===== config.mk =====
export PLATFORM = sky130hd
export DESIGN_NAME = if_id_buf_flat
export DESIGN_NICKNAME = d
export VERILOG_FILES = /design/src/rtl/if_id_buf_if.sv /design/src/rtl/if_id_buf.sv /design/src/flat_wrapper.sv
export SDC_FILE = /design/constraint.sdc
export NUM_CORES = 1
export LEC_CHECK = 0
export CORE_MARGIN = 2
export CORE_UTILIZATION = 35
export DETAILED_ROUTE_END_ITERATION = 7
export GPL_TIMING_DRIVEN = 0
export PLACE_DENSITY = 0.66
export SYNTH_ARGS = -nofsm -noshare
export SYNTH_HDL_FRONTEND = slang
export SYNTH_SLANG_ARGS = --single-unit

===== constraint.sdc =====
create_clock -name clk -period 4.1 [get_ports clk]
set_clock_uncertainty 0.05 [all_clocks]
set_input_delay 0.82 -clock clk [delete_from_list [all_inputs] [get_ports clk]]
set_output_delay 0.82 -clock clk [all_outputs]
set_load 0.05 [all_outputs]

===== src/rtl/if_id_buf_if.sv =====
// Fetch/decode handshake bundle for the IF/ID buffer.
// master = testbench or fetch/decode side, slave = the buffer.
interface if_id_buf_if #(
  parameter int unsigned DATA_W = 32,
  parameter int unsigned ADDR_W = 32
);
  logic              in_valid;
  logic [ADDR_W-1:0] in_pc;
  logic [DATA_W-1:0] in_inst;
  logic              in_ready;
  logic              out_valid;
  logic [ADDR_W-1:0] out_pc;
  logic [DATA_W-1:0] out_inst;
  logic              out_ready;

  modport master (
    output in_valid, in_pc, in_inst, out_ready,
    input  in_ready, out_valid, out_pc, out_inst
  );

  modport slave (
    input  in_valid, in_pc, in_inst, out_ready,
    output in_ready, out_valid, out_pc, out_inst
  );
endinterface


===== src/rtl/if_id_buf.sv =====
// DEPTH-entry (pc, instruction) FIFO at the IF/ID boundary; shows a bubble when empty.
// Optional stall/flush performance counters are enabled by defining IF_ID_BUF_PERF_EN.
module if_id_buf #(
  parameter int unsigned       DATA_W      = 32,
  parameter int unsigned       ADDR_W      = 32,
  parameter int unsigned       DEPTH       = 2,
  parameter logic [DATA_W-1:0] BUBBLE_INST = DATA_W'(32'h0000_0013)
) (
  input  logic         clk,
  input  logic         rst,
  input  logic         flush,
`ifdef IF_ID_BUF_PERF_EN
  output logic [31:0]  perf_stall_cnt,
  output logic [15:0]  perf_flush_cnt,
`endif
  if_id_buf_if.slave   bus
);
  localparam int unsigned PTR_W = $clog2(DEPTH);
  localparam int unsigned CNT_W = PTR_W + 1;

  logic [PTR_W-1:0]  wr_ptr;
  logic [PTR_W-1:0]  rd_ptr;
  logic [CNT_W-1:0]  count;
  logic [ADDR_W-1:0] pc_mem   [DEPTH];
  logic [DATA_W-1:0] inst_mem [DEPTH];
  logic              push;
  logic              pop;

  // Handshake and head view depend only on registered state.
  assign bus.in_ready  = (count != CNT_W'(DEPTH));
  assign bus.out_valid = (count != '0);
  assign bus.out_pc    = bus.out_valid ? pc_mem[rd_ptr]   : '0;
  assign bus.out_inst  = bus.out_valid ? inst_mem[rd_ptr] : BUBBLE_INST;

  assign push = bus.in_valid  && bus.in_ready  && !flush;
  assign pop  = bus.out_valid && bus.out_ready && !flush;

  // Storage, pointers and occupancy; flush wins over push/pop.
  always_ff @(posedge clk or posedge rst) begin
    if (rst) begin
      wr_ptr <= '0;
      rd_ptr <= '0;
      count  <= '0;
      for (int i = 0; i < int'(DEPTH); i++) begin
        pc_mem[i]   <= '0;
        inst_mem[i] <= '0;
      end
    end else if (flush) begin
      wr_ptr <= '0;
      rd_ptr <= '0;
      count  <= '0;
    end else begin
      if (push) begin
        pc_mem[wr_ptr]   <= bus.in_pc;
        inst_mem[wr_ptr] <= bus.in_inst;
        wr_ptr           <= wr_ptr + PTR_W'(1);
      end
      if (pop) begin
        rd_ptr <= rd_ptr + PTR_W'(1);
      end
      if (push && !pop) begin
        count <= count + CNT_W'(1);
      end else if (pop && !push) begin
        count <= count - CNT_W'(1);
      end
    end
  end

`ifdef IF_ID_BUF_PERF_EN
  // Saturating counters: decode stall cycles and flushes that discarded work.
  always_ff @(posedge clk or posedge rst) begin
    if (rst) begin
      perf_stall_cnt <= '0;
      perf_flush_cnt <= '0;
    end else begin
      if (bus.out_valid && !bus.out_ready && !flush && (perf_stall_cnt != '1)) begin
        perf_stall_cnt <= perf_stall_cnt + 32'd1;
      end
      if (flush && (count != '0) && (perf_flush_cnt != '1)) begin
        perf_flush_cnt <= perf_flush_cnt + 16'd1;
      end
    end
  end
`endif
endmodule

===== src/flat_wrapper.sv =====
// flat-port wrapper written by rule: the top's interface ports become plain ports
module if_id_buf_flat 
#(
  parameter int unsigned       DATA_W      = 32,
  parameter int unsigned       ADDR_W      = 32,
  parameter int unsigned       DEPTH       = 2,
  parameter logic [DATA_W-1:0] BUBBLE_INST = DATA_W'(32'h0000_0013)
)
  (clk, rst, flush, bus_in_valid, bus_in_pc, bus_in_inst, bus_out_ready, bus_in_ready, bus_out_valid, bus_out_pc, bus_out_inst);
  if_id_buf_if #(.DATA_W(DATA_W), .ADDR_W(ADDR_W)) bus_i ();
  input  logic clk;
  input  logic rst;
  input  logic flush;
  input wire logic [$bits(bus_i.in_valid)-1:0] bus_in_valid;
  input wire logic [$bits(bus_i.in_pc)-1:0] bus_in_pc;
  input wire logic [$bits(bus_i.in_inst)-1:0] bus_in_inst;
  input wire logic [$bits(bus_i.out_ready)-1:0] bus_out_ready;
  output wire logic [$bits(bus_i.in_ready)-1:0] bus_in_ready;
  output wire logic [$bits(bus_i.out_valid)-1:0] bus_out_valid;
  output wire logic [$bits(bus_i.out_pc)-1:0] bus_out_pc;
  output wire logic [$bits(bus_i.out_inst)-1:0] bus_out_inst;
  assign bus_i.in_valid = bus_in_valid;
  assign bus_i.in_pc = bus_in_pc;
  assign bus_i.in_inst = bus_in_inst;
  assign bus_i.out_ready = bus_out_ready;
  assign bus_in_ready = bus_i.in_ready;
  assign bus_out_valid = bus_i.out_valid;
  assign bus_out_pc = bus_i.out_pc;
  assign bus_out_inst = bus_i.out_inst;
  if_id_buf #(.DATA_W(DATA_W), .ADDR_W(ADDR_W), .DEPTH(DEPTH), .BUBBLE_INST(BUBBLE_INST)) u_core (.clk(clk), .rst(rst), .flush(flush), .bus(bus_i));
endmodule

==> results.cfg <==
[hold_path]
worst_hold_path.endpoint = u_core.pc_mem[23]
timing.hold.worst.class = reg -> reg
hold_path_depth = 1
hold_path_startpoint = u_core.pc_mem[23]

[floorplan]
placeableCoreArea_um2 = 17240
die_w_um = 136.7
die_span_y_um = 136.7
design.portCount = 135
initial_utilization_pct = 35.74
floorplan.rows = 48
dieArea_um2 = 18680

[place]
port_buffers = 134
pre_cts_ws_ns = 0.6736
dpl.hpwl_um = 9764
routability_driven_placement_congestion_ratio = 0.7156

[clock_network]
clock_latency_ns = 0.40
cts_post_setup_buffers_inserted = 0
post_cts_resize_count = 0
cts_sinks = 132
clock_path_buffers = 2
clkSlewWorstSetupHoldPaths_ns = 0.06
h-tree-depth = 4
numCtsBuffers = 17
cts.root.buffer_cell = clkbuf_16
cts.hold.buffers_added = 0
clock_tree_from_tritoncts = done

[timing]
slew_violations = 0
final.period_utilization_pct = 92.75
report.final.hold_viol_count = 0
timing.setup.tns_ns = 0
setup_ws_ns = 0.2972
setup_violation_total_in_the_final_timing_report = 0
worst_pin_slew_ns = 1.049
worst_case_headroom_to_the_max_slew_limit_pct = 29.53
fin_crit_ns = 3.803
timing.fmax_mhz = 263.0
setup_repair_after_global_routing_missed_its_margin = false

[cells_and_area]
layout.nets = 662
insertedDiodeCount = 0
drive_above_1_share_pct = 29.52
fill_cells = 1474
seqCellArea_um2 = 3303
multiInputGateArea_um2 = 2685
area_delta_synth_final_pct = 36.05
layout.cells.most_common = clkdlybuf4s50_1
layout.cells.most_common_list = clkdlybuf4s50_1, dfrtp_1, mux2_2

[worst_setup_path]
path_cells = nor2_1 > clkbuf_1 > nor2_1 > clkdlybuf4s50_1
critPathCaptureType = output port
worstSetupPathType = reg -> out
worst_r2r_endpoint = u_core.inst_mem[60]
cp.arrival_ns = 2.93
crit_path_frequent_cell = nor2_1
kind_of_launch_point_of_the_worst_setup_path = flip-flop
cpMaxStageDelayCell = nor2_1
critPathMaxFanout = 10
rrSetupSlack_ns = 1.83
ff2ff_path_depth = 4
crit_path_max_incr_delay_ns = 0.73
r2r-start = u_core.count[0]
critical_path_required_ns = 3.23

[job]
max_cap_viol_count = 0

[yosys]
synth_nets = 506
synth_enable_flop_cells = 0
yosysTopAreaCellShare_pct = 53.61
netlist-cell-type-count = 22
ys_seq_elements = 132
seq_area_frac_synth_pct = 53.61
synth_area_leader_cell = dfrtp_1
yosys-top-cells-area = dfrtp_1, mux2_4, mux2_2, mux2i_1, nor2_1
async_set_reset_flop_share_out_of_synthesis_pct = 100.0
syn-instance-count = 437
yosysWarnings = 0
synthesis.area_um2 = 6161
avgSynthCellArea_um2 = 14.10
synthFlopType = dfrtp_1

[route]
routed_wl_um = 14210
vias_per_cell = 4.807
drc_errors = 0
via_count = 3980
route.antenna.remaining_nets = 0
detailedRoute.firstIterationViolations = 102
wire_per_inst_um = 17.16
drt_first_pass_iters = 4

[power_and_ir_drop]
worst_ir_drop_vdd_mv = 0.2774
p_total_mw = 4.439
static-leakage-power_nw = 3.532
pwr_density_cell_nw_per_um2 = 529.6

[global_route]
wire_length_of_the_first_global_routing_pass_um = 22670
antenna_found_initial = 0
grt_start_max_net_pins = 44
gr-total-overflow = 0
via_count_of_the_first_global_routing_pass = 4308
globalRouteTotalUtil_pct = 15.83

[run_status]
status = completed
==> registers in the layout (all words and copies together) (netlist names) <==
name / cells
u_core.inst_mem: 64
u_core.pc_mem: 64
u_core.count: 2
u_core.rd_ptr: 1
u_core.wr_ptr: 1
==> routing by layer <==
metal	global-route usage, %	vias to the layer above	wire length [um]
met5	0	-	0
met4	3.819	0	89
met3	4.630	7	627
met2	25.58	88	6855
met1	20.94	2049	6632
li1	-	1836	-
==> synthesized netlist by cell type (all sizes together) (2+ instances only) <==
library cell	instances
mux2i	65
nand2	3
o21ai	2
dfrtp	132
mux2	128
clkbuf	8
inv	4
nor2	63
buf	18
a21oi	4
==> metrics by stage <==
stage | instances | instance area [um2] | utilization [%] | hold WS (ns)
after global routing | 828 | 8382 | 48.63 | 0.4665
after global placement | 796 | 7787 | 45.18 | 0.4362
after detailed placement | 799 | 7848 | 45.53 | 0.4414
after CTS | 828 | 8382 | 48.63 | 0.4556
after floorplan | 437 | 6165 | - | 0.4291
final | 828 | 8382 | 48.63 | 0.4528
==> final cells by class <==
type / instances / area share, %
Inverter: 4 / 0.2239
Clock buffer: 24 / 5.747
Multi-Input combinational cell: 275 / 32.03
Tap cell: 225 / 3.359
Buffer: 26 / 1.881
Sequential cell: 132 / 39.41
Clock inverter: 5 / 0.6270
Timing Repair Buffer: 137 / 16.72
==> critical path: cells and delay by family (launching register included) <==
family,cells,cell delay (ns)
buffers and inverters,2,1.23
AND/OR/NAND/NOR,2,0.85
flip-flops,1,0.43
==> power breakdown <==
group	total [mW]	switching (mW)	internal (mW)
clock network	1.39	0.524	0.869
registers	1.79	0.167	1.62
logic	1.26	0.629	0.627
total	4.44	1.32	3.12
==> cells by family after synthesis <==
logic type,Yosys count,synth area share (%)
AND/OR/NAND/NOR,73,5.098
multiplexers,193,37.61
buffers and inverters,30,2.803
flip-flops,132,53.61
AO/OA/AOI/OAI,8,0.7312
XOR/XNOR,1,0.1422
==> worst max-delay path by stage <==
stage / slack, ns / endpoint / start / cells past startpoint
after global routing: 0.15 / bus_out_pc[11] / u_core.count[1] / 4
final: 0.30 / bus_out_pc[8] / u_core.count[1] / 4
after global placement: 0.44 / u_core.inst_mem[10] / rst / 2
after CTS: 0.22 / bus_out_inst[26] / u_core.rd_ptr / 5
after floorplan: 1.50 / bus_out_inst[10] / u_core.rd_ptr / 4
after detailed placement: 0.67 / bus_out_inst[26] / u_core.rd_ptr / 5
No activity file was read; power rests on OpenSTA's default activity.
==> variant: new RTL, config.mk and constraints unchanged <==
`ADDR_W` is set to 32 in 3 places; all go to 40.
--- a/src/rtl/if_id_buf_if.sv
+++ b/src/rtl/if_id_buf_if.sv
@@ -4,3 +4,3 @@
   parameter int unsigned DATA_W = 32,
-  parameter int unsigned ADDR_W = 32
+  parameter int unsigned ADDR_W = 40
 );
--- a/src/rtl/if_id_buf.sv
+++ b/src/rtl/if_id_buf.sv
@@ -4,3 +4,3 @@
   parameter int unsigned       DATA_W      = 32,
-  parameter int unsigned       ADDR_W      = 32,
+  parameter int unsigned       ADDR_W      = 40,
   parameter int unsigned       DEPTH       = 2,
--- a/src/flat_wrapper.sv
+++ b/src/flat_wrapper.sv
@@ -4,3 +4,3 @@
   parameter int unsigned       DATA_W      = 32,
-  parameter int unsigned       ADDR_W      = 32,
+  parameter int unsigned       ADDR_W      = 40,
   parameter int unsigned       DEPTH       = 2,
Interface: changed (resized bus_in_pc and bus_out_pc); port bits go from 135 to 151. The function was not compared with the original's and may differ.
==> variant against the unedited design <==
Setup slack got worse by 0.031 ns; critical endpoint is now bus_out_inst[1]; combinational power grew 12%; synthesized area is 12% higher; cell area rose by 13%; total power is 14% higher; sequential cell count grew 16; wire length grew 13%; clock power up 18%.
==> variant: results (changes against the unedited design) <==
metric;value;unit;change
met3 routed WL;821;um;+31%
fill cell count;1674;;+14%
multi-input combinational area share;31.9;%;-0.13 points
final hold slack;0.454;ns;+0.00101 ns
register area share after synthesis;53.6;%;about the same
Final nets;738;;+11%
met2 usage;27.3;%;+1.7 points
Clock buffers and inverters, area share;6.65;%;+0.27 points
Synth Area in Compound Gates;0.652;%;-0.079 points
storage element area;3700;um^2;+12%
M1 GR Usage;19.6;%;-1.3 points
period utilization;93.5;%;+0.75 points
Synth Area in XOR/XNOR;0.127;%;-0.015 points
Final Power;5060;uW;+14%
Clk pwr share;32.3;%;+0.9 points
non-clk buf share;18.5;%;-0.051 points
GRT Overall Usage;16.0;%;+0.15 points
Pleak;0.00398;uW;+13%
P_seq;2010;uW;+12%
Synth area leaders;dfrtp_1 54%, mux2_4 15%, mux2_2 12%;;
CP arrival;2.96;ns;+0.03 ns
first-pass GRT wire length;25500;um;+12%
proportion of layout cells with a drive suffix above 1;30.4;%;+0.90 points
met3 Use GR;4.34;%;-0.29 points
routability cong.;0.753;;+5.2%
DR WL/cell;17.1;um;-0.44%
Mapped Nets;566;;+12%
delay of the slowest critical-path stage;0.80;ns;+0.07 ns
placed cell count;907;;+14%
peak supply drop;0.354;mV;+28%
CLK BUF;22;;-8.3%
PortBufs;150;;+12%
Regs by FF count;u_core.pc_mem x80, u_core.inst_mem x64, u_core.count x2;;
Vias;4429;;+11%
Post-CTS Resized;2;;+2
CP max-delay cell;clkdlybuf4s50_1;;
vias in the first global route;4896;;+14%
status;finished clean;;
Net Sw Power;1510;uW;+14%
initial drt markers;188;;+84%
vias per cell;4.72;;-1.9%
## variant: cell types whose count changed in the layout (fill, tap and decap cells not counted), moves of 3 or more
cell	change
mux2_2	+6
mux2i_1	+8
clkbuf_2	+4
nor2_1	+7
dfrtp_1	+16
clkbuf_1	-3
mux2_4	+10
clkdlybuf4s50_1	+16
## variant: worst register-to-register path: cells and delay by family (launching register included)
family        cells  cell delay, ns
simple gates      2            1.06
mux               1            0.32
buf+inv           1            0.30
flops             1            0.44
## variant: final timing paths
| kind | startpoint | to | cells past startpoint |
|---|---|---|---|
| setup / recovery | u_core.count[1] | bus_out_inst[1] | 5 |
| hold reg to reg | u_core.inst_mem[21] | u_core.inst_mem[21] | 1 |
| setup reg to reg | u_core.count[0] | u_core.inst_mem[57] | 4 |
| max in group asynchronous | rst | u_core.pc_mem[76] | 4 |
| min in group asynchronous | rst | u_core.pc_mem[42] | 2 |
| hold / removal | u_core.inst_mem[21] | u_core.inst_mem[21] | 1 |
